===== src/rtl/regfile_pkg.sv =====
// regfile_pkg: shared register-file geometry and register-number/data types
package regfile_pkg;
  localparam int NREGS = 8;
  localparam int AW = 3;
  localparam int DW = 16;
  typedef logic [AW-1:0] reg_num_t;
  typedef logic [DW-1:0] reg_data_t;
endpackage


===== src/rtl/rr_pick2.sv =====
// rr_pick2: combinational two-grant round-robin picker with destination-conflict exclusion
//   valid_i   requester valid vector
//   num_i     destination register per requester, requester i at [i*AW +: AW]
//   ptr_i     round-robin start index
//   grant_o   one-hot-or-two grant vector
//   a_idx_o/b_idx_o, a_found_o/b_found_o  port-0 / port-1 winners
module rr_pick2 #(
  parameter int NREQ = 4,
  parameter int AW = 3,
  parameter int PW = $clog2(NREQ)
) (
  input  logic [NREQ-1:0]    valid_i,
  input  logic [NREQ*AW-1:0] num_i,
  input  logic [PW-1:0]      ptr_i,
  output logic [NREQ-1:0]    grant_o,
  output logic [PW-1:0]      a_idx_o,
  output logic [PW-1:0]      b_idx_o,
  output logic               a_found_o,
  output logic               b_found_o
);
  logic [AW-1:0] a_num;
  int idx;
  always_comb begin
    grant_o = '0;
    a_idx_o = '0;
    b_idx_o = '0;
    a_found_o = 1'b0;
    b_found_o = 1'b0;
    a_num = '0;
    idx = 0;
    for (int k = 0; k < NREQ; k++) begin
      idx = int'(ptr_i) + k;
      if (idx >= NREQ) idx = idx - NREQ;
      if (valid_i[idx] && !a_found_o) begin
        a_found_o = 1'b1;
        a_idx_o = PW'(idx);
        a_num = num_i[idx*AW +: AW];
        grant_o[idx] = 1'b1;
      end else if (valid_i[idx] && !b_found_o && num_i[idx*AW +: AW] != a_num) begin
        // same-destination losers are skipped, not blocking later requesters
        b_found_o = 1'b1;
        b_idx_o = PW'(idx);
        grant_o[idx] = 1'b1;
      end
    end
  end
endmodule


===== src/rtl/regfile_wb_sched.sv =====
// regfile_wb_sched: two-port writeback scheduler and busy scoreboard for the register file
//   req_valid_in/req_ready_out  per-requester handshake (ready is combinational)
//   req_num_in/req_data_in      per-requester destination and data
//   issue_in/issue_num_in       marks a register as awaiting writeback
//   busy_out                    registers with an outstanding producer
//   write*_out/num_write*_out/data_write*_out  registered register-file write ports
module regfile_wb_sched #(
  parameter int NREQ = 4,
  parameter int NREGS = regfile_pkg::NREGS,
  parameter int AW = regfile_pkg::AW,
  parameter int DW = regfile_pkg::DW
) (
  input  logic               clk,
  input  logic               rst_n,
  input  logic [NREQ-1:0]    req_valid_in,
  output logic [NREQ-1:0]    req_ready_out,
  input  logic [NREQ*AW-1:0] req_num_in,
  input  logic [NREQ*DW-1:0] req_data_in,
  input  logic               issue_in,
  input  logic [AW-1:0]      issue_num_in,
  output logic [NREGS-1:0]   busy_out,
  output logic               write0_out,
  output logic               write1_out,
  output logic [AW-1:0]      num_write0_out,
  output logic [AW-1:0]      num_write1_out,
  output logic [DW-1:0]      data_write0_out,
  output logic [DW-1:0]      data_write1_out
);
  localparam int PW = $clog2(NREQ);
  logic [NREQ-1:0] grant;
  logic [PW-1:0] a_idx, b_idx, last, rr_q, rr_d;
  logic a_found, b_found;
  logic w0_q, w1_q;
  logic [AW-1:0] n0_q, n0_d, n1_q, n1_d;
  logic [DW-1:0] d0_q, d0_d, d1_q, d1_d;
  logic [NREGS-1:0] busy_q, busy_d;
  rr_pick2 #(.NREQ(NREQ), .AW(AW), .PW(PW)) u_pick (
    .valid_i(req_valid_in),
    .num_i(req_num_in),
    .ptr_i(rr_q),
    .grant_o(grant),
    .a_idx_o(a_idx),
    .b_idx_o(b_idx),
    .a_found_o(a_found),
    .b_found_o(b_found)
  );
  // no transfer can complete while reset is held
  assign req_ready_out = rst_n ? grant : '0;
  always_comb begin
    last = b_found ? b_idx : a_idx;
    rr_d = a_found ? ((last == PW'(NREQ - 1)) ? '0 : last + 1'b1) : rr_q;
    n0_d = a_found ? req_num_in[a_idx*AW +: AW] : n0_q;
    d0_d = a_found ? req_data_in[a_idx*DW +: DW] : d0_q;
    n1_d = b_found ? req_num_in[b_idx*AW +: AW] : n1_q;
    d1_d = b_found ? req_data_in[b_idx*DW +: DW] : d1_q;
    // set is applied after the clears so a fresh producer wins
    busy_d = (busy_q & ~(NREGS'(w0_q) << n0_q) & ~(NREGS'(w1_q) << n1_q)) | (NREGS'(issue_in) << issue_num_in);
  end
  always_ff @(posedge clk or negedge rst_n) begin
    if (!rst_n) begin
      rr_q <= '0;
      w0_q <= 1'b0;
      w1_q <= 1'b0;
      n0_q <= '0;
      n1_q <= '0;
      d0_q <= '0;
      d1_q <= '0;
      busy_q <= '0;
    end else begin
      rr_q <= rr_d;
      w0_q <= a_found;
      w1_q <= b_found;
      n0_q <= n0_d;
      n1_q <= n1_d;
      d0_q <= d0_d;
      d1_q <= d1_d;
      busy_q <= busy_d;
    end
  end
  assign busy_out = busy_q;
  assign write0_out = w0_q;
  assign write1_out = w1_q;
  assign num_write0_out = n0_q;
  assign num_write1_out = n1_q;
  assign data_write0_out = d0_q;
  assign data_write1_out = d1_q;
endmodule


===== config.mk =====
export PLATFORM = sky130hd
export DESIGN_NAME = regfile_wb_sched
export DESIGN_NICKNAME = d
export VERILOG_FILES = /design/src/rtl/regfile_pkg.sv /design/src/rtl/rr_pick2.sv /design/src/rtl/regfile_wb_sched.sv
export SDC_FILE = /design/constraint.sdc
export NUM_CORES = 1
export LEC_CHECK = 0
export BUFFER_PORTS_ARGS = -buffer_cell sky130_fd_sc_hd__buf_4
export CORE_UTILIZATION = 58
export DETAILED_ROUTE_END_ITERATION = 8
export PLACE_DENSITY_LB_ADDON = 0.3
export REMOVE_ABC_BUFFERS = 1
export SYNTH_ARGS = -nofsm -noshare
export SYNTH_HDL_FRONTEND = slang
export SYNTH_HIERARCHICAL = 1
export SYNTH_SLANG_ARGS = --single-unit
export TNS_END_PERCENT = 5

===== constraint.sdc =====
create_clock -name clk -period 17.3 [get_ports clk]
set_clock_uncertainty 0.05 [all_clocks]
set_input_delay 0.865 -clock clk [delete_from_list [all_inputs] [get_ports clk]]
set_output_delay 0.865 -clock clk [all_outputs]
set_load 0.03 [all_outputs]

=== Yosys cells after proc, flatten, opt, wreduce, memory -nomap -nowiden ===
Cells that the tools add are included.

* Bits in registers: 50
* Bits in latches: 0
* Memory bits (writable): 0
* ROM bits: 0
* Bits of input ports: 86
* Word-level logic and storage cells: 140
* Memories kept: 0

* $add $sub $neg: 8
* $mul: 6
* Div/mod/pow operators: 0
* Order comparisons: 12
* Equal/unequal tests: 4
* Shift-type cells: 11
* Mux-type cells: 62
* Bitwise logic cells: 8
* Reductions and logical operators: 21

{| class="wikitable"
|+ Operators with widths
! kind !! number
|-
| $ge A32 B1 Y1 const B || 4
|-
| $lt A32 B4 Y1 const B || 4
|-
| $mul A32 B3 Y32 const B || 4
|-
| $mux W32 || 4
|-
| $shiftx A12 B32 Y3 || 4
|-
| $shiftx A64 B7 Y16 || 2
|-
| $ge A32 B4 Y1 const B || 3
|-
| $sub A32 B4 Y32 const B || 3
|-
| $mux W4 || 9
|-
| $mux W2 || 14
|-
| $mux W1 || 24
|-
| $shiftx A12 B5 Y3 || 2
|-
| $shl A1 B3 Y8 || 3
|-
| $and A8 B8 Y8 || 2
|-
| $not A8 Y8 || 2
|-
| $logic_and A1 B1 Y1 || 14
|-
| $or A4 B4 Y4 || 3
|-
| $mux W3 || 3
|-
| $ne A3 B3 Y1 || 3
|-
| $bmux W1 S2 || 4
|-
| $demux W1 S2 || 4
|-
| $mul A2 B2 Y4 const B || 2
|-
| $or A8 B8 Y8 || 1
|-
| $add A2 B2 Y3 const B || 2
|-
| 7 further kinds || 12
|}

=== Logic depth before layout (Yosys ltp) ===
Gate-level depths: netlist of the first run.

* Word-level depth: 26
* Depth in mapped cells: 24
* Depth with buffers taken out: 18

=== By module ===
The synthesis of the first run kept the hierarchy.

{| class="wikitable"
|+ By module, submodules not included
! module !! instances !! cells an instance !! area an instance (um2) !! seq. area each (um2)
|-
| regfile_wb_sched || 1 || 269 || 3061.7 || 1251.2
|-
| rr_pick2 || 1 || 253 || 2001.9 || 0.0
|}

=== Least setup slack after synthesis of the first run ===
OpenSTA, ideal clock, no wires.

* Path type: register to register
* From: reg rr_q[0]
* To: reg rr_q[1]
* Arrival time: 5.437 ns
* Setup slack: 11.688 ns
* Cell stages (with the launch flop): 24
* Cells stage by stage: dfrtp_1 -> inv_1 -> clkbuf_1 -> ha_1 -> buf_6 -> buf_8 -> buf_2 -> buf_2 -> and2_1 -> ha_1 -> or4b_2 -> a211oi_1 -> a221oi_1 -> o21ba_2 -> xnor2_1 -> a31oi_4 -> a21boi_2 -> a32o_1 -> a31o_1 -> nand2_1 -> clkbuf_1 -> o21ai_0 -> ha_1 -> mux2_2

* Word-level cells in the longest chain between the ends: 26
* Elaborated cells on any way between the ends: 86

{| class="wikitable"
|+ RTL lines
! what !! line !! text
|-
| start: declaration || regfile_wb_sched.sv:31 || <nowiki>logic [PW-1:0] a_idx, b_idx, last, rr_q, rr_d;</nowiki>
|-
| start signal: assignment || regfile_wb_sched.sv:70 || <nowiki>rr_q <= rr_d;</nowiki>
|-
| parallel branches: the longest is 22 deep, another holds $sub A32 B4 Y32 || -- ||
|-
| $mux W2 (*) || rr_pick2.sv:34 || <nowiki>if (valid_i[idx] && !a_found_o) begin</nowiki>
|-
| named net b_idx[1] || regfile_wb_sched.sv:31 ||
|-
| $mux W2 (*) || regfile_wb_sched.sv:50 || <nowiki>last = b_found ? b_idx : a_idx;</nowiki>
|-
| $add A2 B1 Y2 / $eq A2 B2 Y1 (equally long branches) || regfile_wb_sched.sv:51 || <nowiki>rr_d = a_found ? ((last == PW'(NREQ - 1)) ? '0 : last + 1'b1) : rr_q;</nowiki>
|-
| $mux W2 (*) || regfile_wb_sched.sv:51 ||
|}

Mark *: on every way through the listed nets, which the timed path passes. The select of a mux whose other input is x is not followed.
A chain may end at the register's enable or synchronous reset.

=== Worst setup path after layout of the first run ===
* From: reg rr_q[0]
* To: reg rr_q[1]

* Word-level cells in the longest chain between the ends: 26
* Elaborated cells on any way between the ends: 86

{| class="wikitable"
|+ RTL lines
! what !! line !! text
|-
| parallel branches: the longest is 22 deep, another holds $sub A32 B4 Y32 || -- ||
|-
| $mux W1 (*) || rr_pick2.sv:34 ||
|-
| named net b_found || regfile_wb_sched.sv:32 || <nowiki>logic a_found, b_found;</nowiki>
|-
| $mux W2 (*) || regfile_wb_sched.sv:50 ||
|-
| $add A2 B1 Y2 / $eq A2 B2 Y1 (equally long branches) || regfile_wb_sched.sv:51 ||
|-
| $mux W2 (*) || regfile_wb_sched.sv:51 ||
|}

Marked as above.

==> results of run 1 <==
[layout by cell type, fill, tap and decap left out, types with 5 or more instances in the layout]
cell type  synthesis  layout
buf_4              3     141
mux2i_1           96      96
dfrtp_1           50      50
nand2b_1          49      49
o221ai_1          38      38
nand2_1           23      23
o21ai_0           14      14
a21oi_1           15      14
mux2_2            13      13
nor2_1            12      12
mux4_2            12      12
ha_1              11      11
a32o_1             9       9
nand3_1            9       9
a221o_1            9       9
and2_1             8       8
nand4b_1           7       7
nor2b_1            6       6
or4bb_1            6       6
inv_1              6       6
o22ai_1            6       6
nand4_1            5       5
clkbuf_8           0       5
xnor2_1            5       5
nand3b_1           5       5
[worst min-delay path by stage]
stage / from / to / slack (ns) / cells past startpoint
finish: data_write1_out[8]$_DFFE_PN0P_ / data_write1_out[8]$_DFFE_PN0P_ / 0.46 / 2
global route: data_write0_out[6]$_DFFE_PN0P_ / data_write0_out[6]$_DFFE_PN0P_ / 0.49 / 2
CTS: data_write1_out[8]$_DFFE_PN0P_ / data_write1_out[8]$_DFFE_PN0P_ / 0.46 / 2
detailed placement: data_write1_out[8]$_DFFE_PN0P_ / data_write1_out[8]$_DFFE_PN0P_ / 0.43 / 2
global placement: data_write1_out[1]$_DFFE_PN0P_ / data_write1_out[1]$_DFFE_PN0P_ / 0.43 / 2
floorplan: rst_n / busy_out[0]$_DFF_PN0_ / 0.52 / 0
[flip-flops by register name, indices dropped and copies added, names as in the netlist]
signal / count
write1_out: 1
data_write1_out: 16
num_write0_out: 3
write0_out: 1
busy_out: 8
data_write0_out: 16
num_write1_out: 3
rr_q: 2
[final cells by class]
cell class              instances  area [µm²]  share of cell area (%)
multi-input cells             422        3590                    58.2
flip-flops and latches         50        1250                    20.3
repair buffers                141        1060                    17.1
well taps                     105         131                    2.13
clock buffers                   5        68.8                    1.11
clock inverters                 3        43.8                   0.709
inverters                       8        30.0                   0.486
[worst min-delay path, delay by kind of cell (launching register included)]
kind / cells / cell delay [ns]
and+or+nand+nor: 1 / 0.06
DFF: 1 / 0.36
AOI/OAI and AO/OA: 1 / 0.06
[layer usage]
metal | vias up | share of wire, % | GRT usage, %
li1 | 2267 | - | -
met2 | 300 | 48 | 57.7
met3 | 28 | 8.9 | 6.54
met5 | - | 0 | 0
met1 | 2433 | 41 | 45.3
met4 | 0 | 2.0 | 9.33
[logic make-up after synthesis]
family          count (synthesis)  synth area share, %
other cells                     1               0.0741
fa+ha+maj                      11                 2.72
xor+xnor                        9                 1.56
flops                          50                 24.7
compound gates                127                 20.0
mux                           123                 27.8
simple gates                  151                 18.3
buf+inv                        50                 4.84
[through the flow]
step | setup WS, ns | hold WS (ns) | area [µm²] | util (%)
after floorplan | 8.21 | 0.519 | 4850 | -
after global placement | 11.01 | 0.431 | 6060 | 72.7
after detailed placement | 10.72 | 0.431 | 6060 | 72.7
after CTS | 10.63 | 0.458 | 6180 | 74.0
after global routing | 10.14 | 0.493 | 6180 | 74.0
final | 10.61 | 0.456 | 6180 | 74.0
==> flow_summary.json, run 1 <==
{
  "cpPeakStageDelay_ns": 0.72,
  "tightest_slew_ns": 0.956,
  "r2r_start": "rr_q[0]$_DFFE_PN0P_",
  "syn_to_final_growth_pct": 22.0,
  "grt_pass1_vias": 4863,
  "ioPinCount": 138,
  "path_buf_inv": 3,
  "cts_buffers": 5,
  "vias": 5028,
  "path_clk_slew_ns": 0.10,
  "vias_per_cell": 6.85,
  "worstPathArrival_ns": 6.84,
  "slew_violations": 0,
  "post_cts_buffers": 0,
  "wl_per_cell_um": 20.5,
  "cp-endpoint": "rr_q[1]$_DFFE_PN0P_",
  "cts_sinks": 50,
  "rows": 33,
  "path_cells": "buf_4, inv_1, ha_1, buf_4, and2_1, ha_1, or4b_2, a211oi_1, a221oi_1, o21ba_2, xnor2_1, a31oi_4, a22oi_2, nand2_1, nand2_1, o21ai_0, ha_1, mux2_2",
  "grt_pass1_wl_um": 24300,
  "die_x_um": 95.4,
  "synthesis.area_mm2": 0.00506,
  "synthArstFlopShare_pct": 100,
  "drt_iter0_markers": 432,
  "insertion_delay_ns": 0.31,
  "maxCapViolations": 0,
  "antenna_found_initial": 0,
  "synth_edf_count": 0,
  "htreeDepth": 2,
  "place_inst": 726,
  "synth_most_common_cell": "mux2i_1",
  "hold_violations": 0,
  "rsz0062_at_grt": "no",
  "grt_overflow": 0,
  "detail-route-antenna-nets": 0,
  "cts_tree": "yes",
  "ys_warn_count": 6,
  "wl_um": 15100,
  "fmax_ghz": 0.149,
  "yosys.area.top_type_share_pct": 24.7,
  "clockRootBuffer": "clkbuf_8",
  "cp.depth": 18,
  "worst_r2r_path_depth": 18,
  "r2r-end": "rr_q[1]$_DFFE_PN0P_",
  "coreArea_mm2": 0.00834,
  "crit_top_cell": "ha_1",
  "final.period_utilization_pct": 38.7,
  "finalSetupTns_ns": 0,
  "grt_usage_pct": 34.3,
  "relSlewSlack_pct": 36.3,
  "synth_cell_types": 70,
  "io_buffers": 137,
  "synth_common_cells": "96 x mux2i_1, 50 x dfrtp_1, 49 x nand2b_1, 38 x o221ai_1, 23 x nand2_1",
  "post_cts_resized": 0,
  "synth_area_leaders": "dfrtp_1 25%, mux2i_1 19%, o221ai_1 6.6%, nand2b_1 6.1%, mux4_2 5.3%",
  "crit_path_start": "rr_q[0]$_DFFE_PN0P_",
  "synth.ff_latch_count": 50,
  "grt_max_degree": 56,
  "drive_gt1_share_pct": 29.9,
  "status": "finished clean",
  "critPathKind": "flip-flop to flip-flop",
  "die_area_mm2": 0.00911,
  "firstDrtPassIters": 5,
  "fillers": 607,
  "gp_congestion": 0.967,
  "syn_inst": 522,
  "finalSetupViolCount": 0,
  "start_kind": "flip-flop",
  "nets": 725,
  "synth_area_leader_cell": "dfrtp_1",
  "postSynthAreaPerCell_um2": 9.70,
  "cp_max_fo": 55,
  "diodes": 0,
  "period_minus_slack_ns": 6.69,
  "r2r_slack_ns": 10.61,
  "hold_path_class": "flip-flop to flip-flop",
  "hold_buffers": 0,
  "clock_path_buffers": 2,
  "hpwl_um": 10700,
  "crit_slowest_cell": "nand2_1",
  "ys_seq_area_share_pct": 24.7,
  "die_y_um": 95.4,
  "fin_cells": 734,
  "ys.flop_type": "dfrtp_1",
  "cp_top_family": "simple AND/OR/NAND/NOR gates",
  "cp.required_ns": 17.45,
  "drcViolationCount": 0,
  "worstSetupEndpointType": "flip-flop",
  "start_util_pct": 60.7
}
Power of run 1 is not shown: default switching activity piles up to over one toggle a cycle in this logic, so the estimate is an artifact.
==> run 2: changes to the inputs <==
Settings changed: ABC_AREA from default to 1, CORE_UTILIZATION 58 to 50.
Clock period 17.3 ns to 5.7 ns, I/O delays scaled along.
==> flow_summary.json, run 2 <==
{
  "syn_to_final_growth_pct": 20.0,
  "ioPinCount": 138,
  "synthArstFlopShare_pct": 100,
  "vias_per_cell": 5.25,
  "synth_common_cells": "513 x nand2_1, 129 x nand3_1, 122 x inv_1, 50 x dfrtp_1, 30 x nor2_1",
  "die_y_um": 108,
  "synth_top_family_by_area": "simple AND/OR/NAND/NOR gates",
  "grt_max_degree": 55,
  "io_buffers": 137,
  "worstSetupEndpointType": "flip-flop",
  "ys.flop_type": "dfrtp_1",
  "hold_path_class": "input port to flip-flop",
  "place_inst": 1258,
  "die_x_um": 108,
  "diodes": 0,
  "final.period_utilization_pct": 81.3,
  "clock_path_buffers": 2,
  "fin_cells": 1267,
  "gp_congestion": 0.911,
  "insertion_delay_ns": 0.31,
  "ys_warn_count": 6,
  "post_cts_buffers": 0,
  "path_clk_slew_ns": 0.09,
  "layout_commonest_cell": "nand2_1",
  "fillers": 1076,
  "rows": 38,
  "tightest_slew_ns": 0.778,
  "cts_tree": "yes",
  "cts_sinks": 50,
  "drcViolationCount": 0,
  "die_area_mm2": 0.0116,
  "finalSetupViolCount": 0,
  "firstDrtPassIters": 5,
  "wl_per_cell_um": 13.6,
  "cts_buffers": 5,
  "synthSimpleGateAreaFrac_pct": 56.5,
  "finalWorstSetupSlack_ns": 1.07,
  "synth.ff_latch_count": 50,
  "drive_gt1_share_pct": 17.8,
  "clockRootBuffer": "clkbuf_8",
  "vias": 6646,
  "period_minus_slack_ns": 4.63,
  "synth_most_common_cell": "nand2_1",
  "synth_cell_types": 37,
  "synth_area_leader_cell": "nand2_1",
  "synth_compound_area_share_pct": 3.97,
  "postSynthAreaPerCell_um2": 5.48,
  "wl_um": 17300,
  "slew_violations": 0,
  "grt_pass1_vias": 5938,
  "grt_pass1_wl_um": 28000,
  "synthesis.area_mm2": 0.00558,
  "synth_edf_count": 0,
  "synthMuxAreaShare_pct": 0,
  "relSlewSlack_pct": 48.1,
  "detail-route-antenna-nets": 0,
  "syn_inst": 1018,
  "seqCellArea_mm2": 0.00125,
  "cp.required_ns": 5.90,
  "yosys.area.top_type_share_pct": 34.5,
  "coreArea_mm2": 0.0108,
  "dpl_worst_slack_ns": 1.18,
  "grt_usage_pct": 30.3,
  "synth_xor_xnor_area_share_pct": 0.314,
  "yosys.area_share.adder_pct": 2.47,
  "hold_violations": 0,
  "multi_input_area_mm2": 0.00356,
  "drt_iter0_markers": 533,
  "ys_seq_area_share_pct": 22.4,
  "htreeDepth": 2,
  "post_cts_resized": 0,
  "critPathKind": "flip-flop to flip-flop",
  "fin_util_pct": 61.8,
  "fmax_ghz": 0.216,
  "maxCapViolations": 0,
  "worstPathArrival_ns": 4.83,
  "start_util_pct": 51.5,
  "whs_ns": 0.114,
  "most-common-layout-cells": "513 x nand2_1, 145 x buf_4, 129 x nand3_1, 122 x inv_1, 50 x dfrtp_1",
  "antenna_found_initial": 0,
  "nets": 1223,
  "status": "finished clean",
  "hpwl_um": 12600,
  "grt_overflow": 0,
  "cp_max_fo": 20,
  "synth_area_leaders": "nand2_1 35%, dfrtp_1 22%, nand3_1 12%, inv_1 8.2%, nand4_1 3.1%",
  "rsz0062_at_grt": "no",
  "start_kind": "flip-flop"
}
-- run 2: changes by cell type in the layout (fill, tap and decap cells not counted), moves of 10 or more --
cell	before	now
inv_1	6	122
nand2_2	0	18
mux2i_1	96	0
o221ai_1	38	0
mux2_2	13	0
nand4_1	5	28
mux4_2	12	0
nand2_1	23	513
nand3_1	9	129
o21ai_1	0	11
nand2b_1	49	0
o21ai_0	14	4
nor2_1	12	30
-- run 2: per-stage QoR --
stage | setup TNS, ns | cell area, µm²
global route | 0 | 6700
global placement | 0 | 6580
detailed placement | 0 | 6580
floorplan | -0.0150 | 5290
CTS | 0 | 6700
finish | 0 | 6700
-- run 2: routing by layer --
layer | vias to the layer above | share of wire [%] | GRT usage [%]
li1 | 3361 | - | -
met1 | 2932 | 43 | 41.4
met2 | 322 | 46 | 48.8
met3 | 31 | 9.2 | 4.96
met4 | 0 | 1.8 | 9.49
met5 | - | 0 | 0
-- run 2: timing repair --
item	4_1_cts	5_1_grt
hold buffers	1	0
setup endpoints to repair	0	0
hold endpoints to repair	50	0
-- run 2: worst paths after layout --
path / start / end / slack, ns / cells past startpoint
setup / recovery: rr_q[1]$_DFFE_PN0P_ / rr_q[0]$_DFFE_PN0P_ / 1.07 / 23
hold / removal: issue_num_in[2] / busy_out[3]$_DFF_PN0_ / 0.11 / 2
setup reg to reg: rr_q[1]$_DFFE_PN0P_ / rr_q[0]$_DFFE_PN0P_ / 1.07 / 23
hold reg to reg: data_write0_out[11]$_DFFE_PN0P_ / data_write0_out[11]$_DFFE_PN0P_ / 0.44 / 2
max in group asynchronous: rst_n / data_write0_out[0]$_DFFE_PN0P_ / 4.63 / 2
min in group asynchronous: rst_n / data_write0_out[11]$_DFFE_PN0P_ / 0.51 / 2
-- run 2: cell families after synthesis --
family,after synthesis
simple gates,739
other cells,1
compound gates,37
buf+inv,178
flops,50
xor+xnor,2
fa+ha+maj,11
-- run 2: final cells by class --
class | count | area share [%]
Clock buffer | 7 | 1.14
Tap cell | 140 | 2.62
Clock inverter | 1 | 0.448
Timing Repair Buffer | 146 | 16.4
Inverter | 133 | 7.60
Multi-Input combinational cell | 790 | 53.1
Sequential cell | 50 | 18.7
-- run 2: critical path: stages, from the launching register on --
cell and delay [ns]:
dfrtp_1 0.47, inv_1 0.23, ha_1 0.77, inv_2 0.30, nand2_1 0.14, nand2_2 0.18, nand2_1 0.14, o21ai_1 0.09
a21oi_2 0.19, nand2_1 0.08, nand2_1 0.06, nand2_1 0.06, nand4_1 0.14, nand3_2 0.16, inv_1 0.09, nor2_1 0.05
a21oi_1 0.14, nand2_1 0.26, buf_4 0.29, nand2_1 0.07, o21ai_1 0.07, ha_1 0.20, or2_0 0.21, o21ai_1 0.12
Power of run 2 is left out for the same reason.
==> run 3: changes to the inputs <==
Settings changed: CORE_UTILIZATION 50 to 55.
Clock period 5.7 ns to 4.77 ns, I/O delays scaled along.
==> flow_summary.json, run 3 (synthesis results as in run 2) <==
{
  "r2r_slack_ns": 0.43,
  "multi_input_area_mm2": 0.00356,
  "r2r_start": "rr_q[0]$_DFFE_PN0P_",
  "layout_commonest_cell": "nand2_1",
  "start_util_pct": 56.8,
  "min_path_cells": 2,
  "period_minus_slack_ns": 4.34,
  "holdCritStartpoint": "issue_num_in[2]",
  "detail-route-antenna-nets": 0,
  "drcViolationCount": 0,
  "cts_sinks": 50,
  "maxCapViolations": 0,
  "diodes": 0,
  "cpPeakStageDelay_ns": 0.79,
  "drive_gt1_share_pct": 17.9,
  "clockRootBuffer": "clkbuf_8",
  "cp_max_fo": 38,
  "tightest_slew_ns": 0.867,
  "wl_um": 16800,
  "firstDrtPassIters": 6,
  "post_cts_buffers": 0,
  "clock_path_buffers": 2,
  "relSlewSlack_pct": 42.1,
  "rows": 36,
  "grt_max_degree": 55,
  "hpwl_um": 12600,
  "finalSetupViolCount": 0,
  "grt_pass1_wl_um": 26900,
  "die_x_um": 103,
  "io_buffers": 137,
  "grt_overflow": 0,
  "gp_congestion": 1.05,
  "ioPinCount": 138,
  "cts_tree": "yes",
  "path_clk_slew_ns": 0.08,
  "hold_buffers": 1,
  "seqCellArea_mm2": 0.00125,
  "worst_r2r_path_depth": 23,
  "slew_violations": 0,
  "path_cells": "buf_4, ha_1, nand2_1, nor2_1, ha_1, nand2_1, xor2_1, nand4_1, or2_1, nand2_1, inv_1, nand2_1, nand2_1, nor2_1, nor2_2, nand4_1, nand2_1, inv_2, nand2_1, nand3_1, nand2_1, nand2_1, nand2_1",
  "syn_to_final_growth_pct": 19.3,
  "fmax_ghz": 0.230,
  "critPathKind": "flip-flop to flip-flop",
  "wl_per_cell_um": 13.4,
  "whs_ns": 0.0961,
  "worstPathArrival_ns": 4.48,
  "antenna_found_initial": 0,
  "rsz0062_at_grt": "no",
  "post_cts_resized": 0,
  "worstSetupEndpointType": "flip-flop",
  "nets": 1222,
  "htreeDepth": 2,
  "grt_usage_pct": 32.1,
  "start_kind": "flip-flop",
  "cp.required_ns": 4.90,
  "hold_end": "busy_out[3]$_DFF_PN0_",
  "insertion_delay_ns": 0.31,
  "hold_violations": 0,
  "hold_path_class": "input port to flip-flop",
  "cp_top_family": "simple AND/OR/NAND/NOR gates",
  "die_area_mm2": 0.0106,
  "r2r-end": "data_write1_out[3]$_DFFE_PN0P_",
  "most-common-layout-cells": "513 x nand2_1, 144 x buf_4, 129 x nand3_1, 122 x inv_1, 50 x dfrtp_1",
  "crit_slowest_cell": "dfrtp_1",
  "fillers": 976,
  "status": "finished clean",
  "grt_pass1_vias": 5840,
  "vias": 6712,
  "coreArea_mm2": 0.00982,
  "final.period_utilization_pct": 91.0,
  "die_y_um": 103,
  "vias_per_cell": 5.34,
  "cts_buffers": 5,
  "drt_iter0_markers": 441,
  "path_buf_inv": 3,
  "crit_top_cell": "nand2_1"
}
run 3: worst max-delay path by stage:
stage,start,end,slack (ns),depth (start not counted)
final,rr_q[0]$_DFFE_PN0P_,data_write1_out[3]$_DFFE_PN0P_,0.43,23
after global placement,rr_q[0]$_DFFE_PN0P_,data_write1_out[2]$_DFFE_PN0P_,0.68,25
after global routing,rr_q[0]$_DFFE_PN0P_,rr_q[0]$_DFFE_PN0P_,0.004,22
after detailed placement,rr_q[0]$_DFFE_PN0P_,rr_q[0]$_DFFE_PN0P_,0.54,24
after floorplan,rr_q[0]$_DFFE_PN0P_,rr_q[1]$_DFFE_PN0P_,-0.95,16
after CTS,rr_q[0]$_DFFE_PN0P_,rr_q[0]$_DFFE_PN0P_,0.51,24
run 3: routing by layer:
metal	up-vias	track usage [%]	part of all wire, %	routed length, µm
li1	3355	-	-	-
met1	2978	44.8	42	7090
met2	352	50.2	45	7620
met3	27	6.85	11	1840
met4	0	8.79	1.6	276
met5	-	0	0	0
run 3: layout make-up:
class | instances | area share [%]
sequential | 50 | 18.8
timing repair buffer | 145 | 16.4
tap | 133 | 2.50
inverter | 133 | 7.65
clock buffer | 5 | 1.03
clock inverter | 2 | 0.207
multi-input combinational | 790 | 53.4
run 3: through the flow:
stage                     utilization, %  cells  area, µm²  TNS, ns  worst slack (ns)
after floorplan                        -    973       5290   -14.18            -0.945
after global placement              66.9   1250       6570        0             0.676
after global routing                67.8   1258       6660        0           0.00450
after detailed placement            66.9   1250       6570        0             0.537
final                               67.8   1258       6660        0             0.427
after CTS                           67.8   1258       6660        0             0.509
run 3: worst register-to-register path: cells and delay by family, from the launching register on:
family,cells,cell delay [ns]
and+or+nand+nor,17,1.68
adders and majority gates,2,0.64
buffers and inverters,3,0.86
DFF,1,0.79
xor gates and xnor gates,1,0.19
Power of run 3 is left out for the same reason.
